==> config.mk <==
export PLATFORM = sky130hd
export DESIGN_NAME = bullet_pool
export DESIGN_NICKNAME = d
export VERILOG_FILES = /design/src/rtl/bullet_pool.sv
export SDC_FILE = /design/constraint.sdc
export NUM_CORES = 1
export LEC_CHECK = 0
export CAP_MARGIN = 25
export CORE_MARGIN = 3
export CORE_UTILIZATION = 50
export DETAILED_ROUTE_END_ITERATION = 12
export HOLD_SLACK_MARGIN = 0.08
export PLACE_DENSITY = 0.76
export SYNTH_ARGS = -nofsm -noshare
export SYNTH_HDL_FRONTEND = slang
export SYNTH_SLANG_ARGS = --single-unit
==> constraint.sdc <==
create_clock -name clk -period 10.1 [get_ports clk]
set_input_delay 3.03 -clock clk [delete_from_list [all_inputs] [get_ports clk]]
set_output_delay 3.03 -clock clk [all_outputs]
set_load 0.1 [all_outputs]
==> src/rtl/bullet_pool.sv <==
// bullet_pool: multi-slot projectile manager for the VGA game layer.
// Launches, moves, draws and collision-checks up to NUM_SLOTS bullets.
module bullet_pool #(
    parameter int NUM_SLOTS = 4,
    parameter int XSIZE     = 3,
    parameter int YSIZE     = 5,
    parameter int DIR_UP    = 1,
    parameter int STEP      = 1,
    parameter int COOLDOWN  = 8,
    parameter int Y_MIN     = 0,
    parameter int Y_MAX     = 479
) (
    input  logic                 clk,
    input  logic                 rst,
    input  logic                 pixpulse,
    input  logic [9:0]           hcount,
    input  logic [9:0]           vcount,
    input  logic                 empty,
    input  logic                 move,
    input  logic                 fire,
    input  logic [9:0]           fire_x,
    input  logic [9:0]           fire_y,
    output logic                 draw_bullet,
    output logic [NUM_SLOTS-1:0] active,
    output logic                 fire_ack,
    output logic [NUM_SLOTS-1:0] hit_mask,
    output logic [9:0]           hit_x,
    output logic [9:0]           hit_y
);

    localparam logic [10:0] HX  = 11'((XSIZE - 1) / 2);
    localparam logic [10:0] HY  = 11'((YSIZE - 1) / 2);
    localparam logic [10:0] STP = 11'(STEP);
    localparam logic [10:0] YLO = 11'(Y_MIN);
    localparam logic [10:0] YHI = 11'(Y_MAX);
    localparam logic [9:0]  STP10 = 10'(STEP);
    localparam int          CW = (COOLDOWN < 2) ? 1 : $clog2(COOLDOWN + 1);
    localparam logic [CW-1:0] CD_LOAD = CW'(COOLDOWN);

    logic [NUM_SLOTS-1:0] act_q, act_d;
    logic [NUM_SLOTS-1:0] blk_q, blk_d;
    logic [9:0]           x_q [NUM_SLOTS];
    logic [9:0]           x_d [NUM_SLOTS];
    logic [9:0]           y_q [NUM_SLOTS];
    logic [9:0]           y_d [NUM_SLOTS];
    logic [CW-1:0]        cd_q, cd_d;
    logic                 ack_q, ack_d;
    logic [NUM_SLOTS-1:0] hm_q, hm_d;
    logic [9:0]           hx_q, hx_d;
    logic [9:0]           hy_q, hy_d;

    logic [NUM_SLOTS-1:0] scan_hit;
    logic [NUM_SLOTS-1:0] expire;
    logic [NUM_SLOTS-1:0] free_oh;
    logic [NUM_SLOTS-1:0] hit_vec;
    logic [NUM_SLOTS-1:0] hit_oh;
    logic                 accept;
    logic                 draw;
    logic [9:0]           hit_xs;
    logic [9:0]           hit_ys;

    // Per-slot geometry: pixel cover, ahead-row obstacle scan and travel limit
    always_comb begin
        logic [10:0] h11, v11, x11, y11, ahead;
        logic        in_h, in_v, ahead_ok;
        draw     = 1'b0;
        scan_hit = '0;
        expire   = '0;
        h11 = {1'b0, hcount};
        v11 = {1'b0, vcount};
        for (int i = 0; i < NUM_SLOTS; i++) begin
            x11  = {1'b0, x_q[i]};
            y11  = {1'b0, y_q[i]};
            in_h = (h11 + HX >= x11) && (h11 <= x11 + HX);
            in_v = (v11 + HY >= y11) && (v11 <= y11 + HY);
            if (DIR_UP != 0) begin
                ahead_ok  = (y11 >= HY + 11'd1);
                ahead     = y11 - HY - 11'd1;
                expire[i] = (y11 < YLO + STP);
            end else begin
                ahead_ok  = 1'b1;
                ahead     = y11 + HY + 11'd1;
                expire[i] = (y11 + STP > YHI);
            end
            draw = draw | (act_q[i] & in_h & in_v);
            scan_hit[i] = act_q[i] & ~empty & ahead_ok
                        & (v11 == ahead) & in_h;
        end
    end

    // Lowest free slot, lowest hit slot and its pre-move centre
    always_comb begin
        free_oh = ~act_q & (act_q + NUM_SLOTS'(1));
        hit_vec = act_q & blk_q;
        hit_oh  = hit_vec & (~hit_vec + NUM_SLOTS'(1));
        accept  = fire & (cd_q == '0) & (|(~act_q));
        hit_xs  = '0;
        hit_ys  = '0;
        for (int i = 0; i < NUM_SLOTS; i++) begin
            if (hit_oh[i]) begin
                hit_xs = hit_xs | x_q[i];
                hit_ys = hit_ys | y_q[i];
            end
        end
    end

    // Next state: move/terminate, scan, launch and cooldown on pixel enables
    always_comb begin
        act_d = act_q;
        blk_d = blk_q;
        cd_d  = cd_q;
        ack_d = 1'b0;
        hm_d  = '0;
        hx_d  = hx_q;
        hy_d  = hy_q;
        for (int i = 0; i < NUM_SLOTS; i++) begin
            x_d[i] = x_q[i];
            y_d[i] = y_q[i];
        end
        if (pixpulse) begin
            if (move) begin
                for (int i = 0; i < NUM_SLOTS; i++) begin
                    if (act_q[i]) begin
                        if (blk_q[i] || expire[i]) begin
                            act_d[i] = 1'b0;
                        end else if (DIR_UP != 0) begin
                            y_d[i] = y_q[i] - STP10;
                        end else begin
                            y_d[i] = y_q[i] + STP10;
                        end
                    end
                end
                blk_d = '0;
                hm_d  = hit_vec;
                if (|hit_vec) begin
                    hx_d = hit_xs;
                    hy_d = hit_ys;
                end
                if (cd_q != '0) cd_d = cd_q - CW'(1);
            end else begin
                blk_d = blk_q | scan_hit;
            end
            if (accept) begin
                for (int i = 0; i < NUM_SLOTS; i++) begin
                    if (free_oh[i]) begin
                        act_d[i] = 1'b1;
                        blk_d[i] = 1'b0;
                        x_d[i]   = fire_x;
                        y_d[i]   = fire_y;
                    end
                end
                cd_d  = CD_LOAD;
                ack_d = 1'b1;
            end
        end
    end

    // State registers; reset discards all bullets and pending reports
    always_ff @(posedge clk) begin
        if (!rst) begin
            act_q <= '0;
            blk_q <= '0;
            cd_q  <= '0;
            ack_q <= 1'b0;
            hm_q  <= '0;
            hx_q  <= '0;
            hy_q  <= '0;
            for (int i = 0; i < NUM_SLOTS; i++) begin
                x_q[i] <= '0;
                y_q[i] <= '0;
            end
        end else begin
            act_q <= act_d;
            blk_q <= blk_d;
            cd_q  <= cd_d;
            ack_q <= ack_d;
            hm_q  <= hm_d;
            hx_q  <= hx_d;
            hy_q  <= hy_d;
            for (int i = 0; i < NUM_SLOTS; i++) begin
                x_q[i] <= x_d[i];
                y_q[i] <= y_d[i];
            end
        end
    end

    assign draw_bullet = draw;
    assign active      = act_q;
    assign fire_ack    = ack_q;
    assign hit_mask    = hm_q;
    assign hit_x       = hx_q;
    assign hit_y       = hy_q;

endmodule

# --- Word level (Yosys, flattened, before mapping) ---
# Memories as Yosys holds them, arrays and structs flattened.
# Cells that the tools add are included.
word_totals:
  output_inout_bits: 30
  ramBits: 80
  rom_bits: 0
  regBits: 37
  memories: 2
  latchBits: 0
memory_table:
  columns: ["name", "depth", "word_bits", "rd", "rd_ports_with_merged_regs", "wr", "line", "rtl"]
  rows:
  - ["x_q", 4, 10, 4, 0, 4, "42", "logic [9:0] x_q [NUM_SLOTS];"]
  - ["y_q", 4, 10, 4, 0, 4, "44", "logic [9:0] y_q [NUM_SLOTS];"]
classes:
  addsub: 25
  eq_ne: 4
  div_mod_pow: 0
  order_cmp: 24
  shift: 0
  bitwise: 50
  muxes: 63
  n_mul: 0
  reduce_logical: 22
ops:
  columns: ["op", "n"]
  rows:
  - ["two-way mux 10 bit", 32]
  - ["two-way mux 40 bit", 5]
  - ["greater-or-equal comparator 11 x 10 -> 1 bit", 8]
  - ["<= comparator 10 x 11 -> 1 bit", 8]
  - ["OR 10 bit", 6]
  - ["adder 10 x 1 -> 11 bit (second input constant)", 5]
  - ["adder 10 x 2 -> 11 bit (second input constant)", 5]
  - ["equality test 10 x 11 -> 1 bit", 4]
  - ["subtractor 10 x 2 -> 11 bit (second input constant)", 4]
  - ["subtractor 11 x 1 -> 11 bit (second input constant)", 4]
  - ["greater-or-equal comparator 10 x 2 -> 1 bit (second input constant)", 4]
  - ["less-than comparator 10 x 1 -> 1 bit (second input constant)", 4]
  - ["subtractor 10 x 1 -> 10 bit (second input constant)", 4]
  - ["two-way mux 4 bit", 7]
  - ["bitwise AND 1 bit", 26]
  - ["two-way mux 1 bit", 19]
  - ["bitwise AND 4 bit", 3]
  - ["OR 1 bit", 11]
  - ["AND reduction 3 bit", 3]
  - ["adder 4 x 1 -> 4 bit (second input constant)", 2]
  - ["logical AND 1 bit", 8]
  - ["inverter 4 bit", 2]
  - ["OR reduction 4 bit", 2]
  - ["zero test 4 bit", 1]
  - ["other kinds (7)", 11]

# --- Logic depth before layout (Yosys ltp) ---
depth:
  ltp_word: 11
  ltp_mapped: 13
  ltp_nobuf: 13

# --- Worst setup path after synthesis ---
# Ideal clock, no wire load.
synth_timing:
  path_kind: "in2out"
  from: "input hcount[0]"
  to: "output draw_bullet"
  n_path_buf: 0
  arrival_ns: 5.960
  setup_slack_ns: 1.110
  t_required_ns: 7.070
  cell_stages: 11
  path_cell_list: "nand3_1 -> nor2_1 -> xor2_1 -> ha_1 -> a21o_1 -> a2111oi_0 -> o211ai_1 -> a311o_1 -> o211ai_1 -> a211oi_1 -> or4_1"
synth_via:
  elab_chain_len: 8
synth_rtl:
  columns: ["item", "line", "rtl"]
  rows:
  - ["start, declared", "16", "input logic [9:0] hcount,"]
  - ["adder 10 x 1 -> 11 bit", "74", "in_h = (h11 + HX >= x11) && (h11 <= x11 + HX);"]
  - ["greater-or-equal comparator 11 x 10 -> 1 bit", "74", null]
  - ["logical AND 1 bit", "74", null]
  - ["bitwise AND 1 bit (2 in series)", "85", "draw = draw | (act_q[i] & in_h & in_v);"]
  - ["OR 1 bit (2 in series)", "85", null]
  - ["OR 1 bit (*)", "85", null]
  - ["end, declared", "23", "output logic draw_bullet,"]
# Mark *: on every way between the ends. The rest lies on a longest branch, timed or not.

# --- Worst setup path after layout ---
layout_timing:
  from: "input hcount[1]"
  to: "output draw_bullet"
# Same word-level chain as after synthesis.

==> flow_summary.toml <==
[setup_path]
slowest_stage = "clkdlybuf4s50_1"
arrival_ns = 6.88
crit_type = "in2out"
critPathRequiredTime_ns = 7.07
worstSetupStartpointType = "input port"
crit_path_max_fanout = 6
max_stage_delay_ns = 0.68
end_kind = "output pin"
crit_chain = "clkdlybuf4s50_1 -> ha_1 -> nand3_1 -> xnor2_1 -> ha_1 -> a21o_1 -> a2111oi_0 -> o211ai_1 -> a311o_1 -> o211ai_1 -> a211oi_1 -> or4_1 -> buf_12"

[synthesis]
yosysTopAreaCell = "ha_1"
synth.area.top_cells = "ha_1 20%, dfxtp_1 20%, xnor2_1 6.5%"
synthArstFlopShare_pct = 0
yosys.area_share.xor_xnor_pct = 8.75
synth_compound_area_share_pct = 23.5
ys_ff_latch = 117
synth_enable_flop_cells = 0
yosysSeqAreaShare_pct = 19.7
syn_nets = 1819
yosysWarnings = 0
netlist_instances = 1585
yosys.area_share.adder_pct = 19.7
avgSynthCellArea_um2 = 7.52
synth_top_family_by_area = "compound AO/OA/AOI/OAI gates"
ys_types = 73
synth_top_area_share_pct = 19.7
synth-main-ff-cell = "dfxtp_1"
synth.cell_area_um2 = 11900
synth-simple-area-share_pct = 21.1
synthMuxAreaShare_pct = 0.504

[global_routing]
globalRouteTotalUtil_pct = 31.6
grt_start_max_net_pins = 97
grt_pass1_wl_um = 65000
grt.overflow.total = 0
antenna_found_initial = 0
grt_pass1_vias = 11600

[sta]
max_freq_ghz = 0.101
worst_pin_slew_ns = 1.08
hold_viol_final = 0
period_minus_slack_ns = 9.91
setup_viol = 0
slew_viol_final = 0
slew_headroom_pct = 28.0
rsz0062_at_grt = "no"
finalSetupTns_ns = 0
finalCritPeriodShare_pct = 98.1
skew_ns = 0.0107

[floorplan]
rows = 55
core_area_um2 = 23100
die_w_um = 160
die_y_um = 160
pin_count = 76
die_area_um2 = 25700
initial_core_util_pct = 51.7

[final_layout]
drive_above_1_share_pct = 5.36
final_area_um2 = 13600
finalNonFillerCells = 1935
antenna_cells = 0
layout_commonest_cell = "ha_1"
syn_to_final_growth_pct = 13.8
layout_common_cells = "188 x ha_1, 160 x nand2_1, 125 x a21oi_1"
nets = 1843

[clock_network]
clk_pin_slew_ns = 0.06
cts-root-buf = "clkbuf_16"
postCtsResizedCells = 0
ctsHoldBuffers = 0
clock-sinks = 117
insertion_delay_ns = 0.42
cts.htree.levels = 4
clock_path_buffers = 2
postCtsSetupRepairBufs = 0
cts_tree = "done"
numCtsBuffers = 17

[detailed_routing]
wl_per_cell_um = 21.6
drt_pass1_iterations = 8
num_vias = 12500
drtIter0Drc = 1742
via_per_inst = 6.47
drc_errors = 0
final_antenna_net_count = 0
drt-total-wl_um = 41800

[pwr]
p_leak_nw = 4.87
powerDensity_nw_per_um2 = 114
ir_worst_vdd_mv = 0.181

[run_status]
status = "finished, final reports clean"

[placed_design]
placed_cell_area_um2 = 12900
dp_cells = 1902
place_congestion = 1.02
portBuffers = 75
dp_hpwl_um = 32100

[run]
max-cap-violations = 0

[min_path]
hp-class = "reg2reg"
[power breakdown]
part           internal (W)  switching [W]
combinational      0.000148       0.000221
sequential         0.000476      0.0000384
clock              0.000421       0.000242
total               0.00104       0.000501
[metrics by stage]
stage	setup slack (ns)	total power, W	util, %	hold slack, ns
6_report	0.193	0.00155	58.8	0.466
5_1_grt	0.120	0.00161	58.8	0.506
4_1_cts	0.257	0.00154	58.7	0.470
3_5_place_dp	0.276	0.000880	55.9	0.462
3_3_place_gp	0.325	0.000871	55.9	0.459
2_1_floorplan	1.11	0.000754	-	0.437
[path summary, 6_finish.rpt]
path,startpoint,to,slack (ns),cells past startpoint
worst max-delay path,hcount[1],draw_bullet,0.19,13
worst min-delay path,cd_q[0],cd_q[0],0.47,2
worst max register to register,x_q[3][1],blk_q[3],5.91,13
worst min register to register,cd_q[0],cd_q[0],0.47,2
[metal layers]
layer	wire (um)	global-route usage (%)	share of wire [%]	vias to the layer above
met2	17500	46.8	42	699
met3	4980	5.98	12	92
met1	18200	46.2	44	5918
met5	0	0	0	-
met4	1150	9.82	2.8	0
li1	-	-	-	5803
[state kept, by name, indices dropped and copies added (netlist names)]
register,count
x_q,40
hit_x,10
active,4
fire_ack,1
blk_q,4
hit_y,10
cd_q,4
hit_mask,4
y_q,40
[final cells by class]
| cell class | count | area (um^2) |
|---|---|---|
| sequential | 117 | 2340 |
| clock inverter | 15 | 216 |
| clock buffer | 17 | 425 |
| inverter | 104 | 390 |
| fill | 2102 | 9490 |
| tap | 313 | 392 |
| timing repair buffer | 106 | 1010 |
| multi-input combinational | 1263 | 8780 |
[synthesized netlist by cell type, drive strengths merged, types with 4 or more instances]
master / number
a2111oi: 9
a211o: 4
a211oi: 37
a21boi: 4
a21o: 21
a21oi: 126
a221oi: 26
a22o: 6
a22oi: 40
a31oi: 15
a41oi: 5
and2: 6
and3: 10
buf: 20
clkbuf: 81
dfxtp: 117
ha: 188
inv: 104
mux2i: 6
nand2: 160
nand2b: 8
nand3: 81
nand3b: 7
nand4: 29
nor2: 120
nor2b: 13
nor3: 44
nor3b: 5
nor4: 17
o2111ai: 4
o211ai: 8
o21a: 6
o21ai: 79
o32ai: 4
or3: 6
or4: 10
xnor2: 89
xor2: 30
[worst max-delay path: cells and delay by family]
| kind | cells | cell delay (ns) |
|---|---|---|
| AOI/OAI and AO/OA | 6 | 1.47 |
| xor gates and xnor gates | 1 | 0.24 |
| buffers and inverters | 2 | 0.89 |
| adders and majority gates | 2 | 0.56 |
| and+or+nand+nor | 2 | 0.69 |
[cells by family (layout without fill, tap and decap cells)]
logic type                 Yosys count  count (layout)
and+or+nand+nor                    524             524
AOI/OAI and AO/OA                  426             426
buffers and inverters              205             242
adders and majority gates          188             188
xor gates and xnor gates           119             119
DFF                                117             117
muxes                                6               6
(Power assumes the default switching activity.)
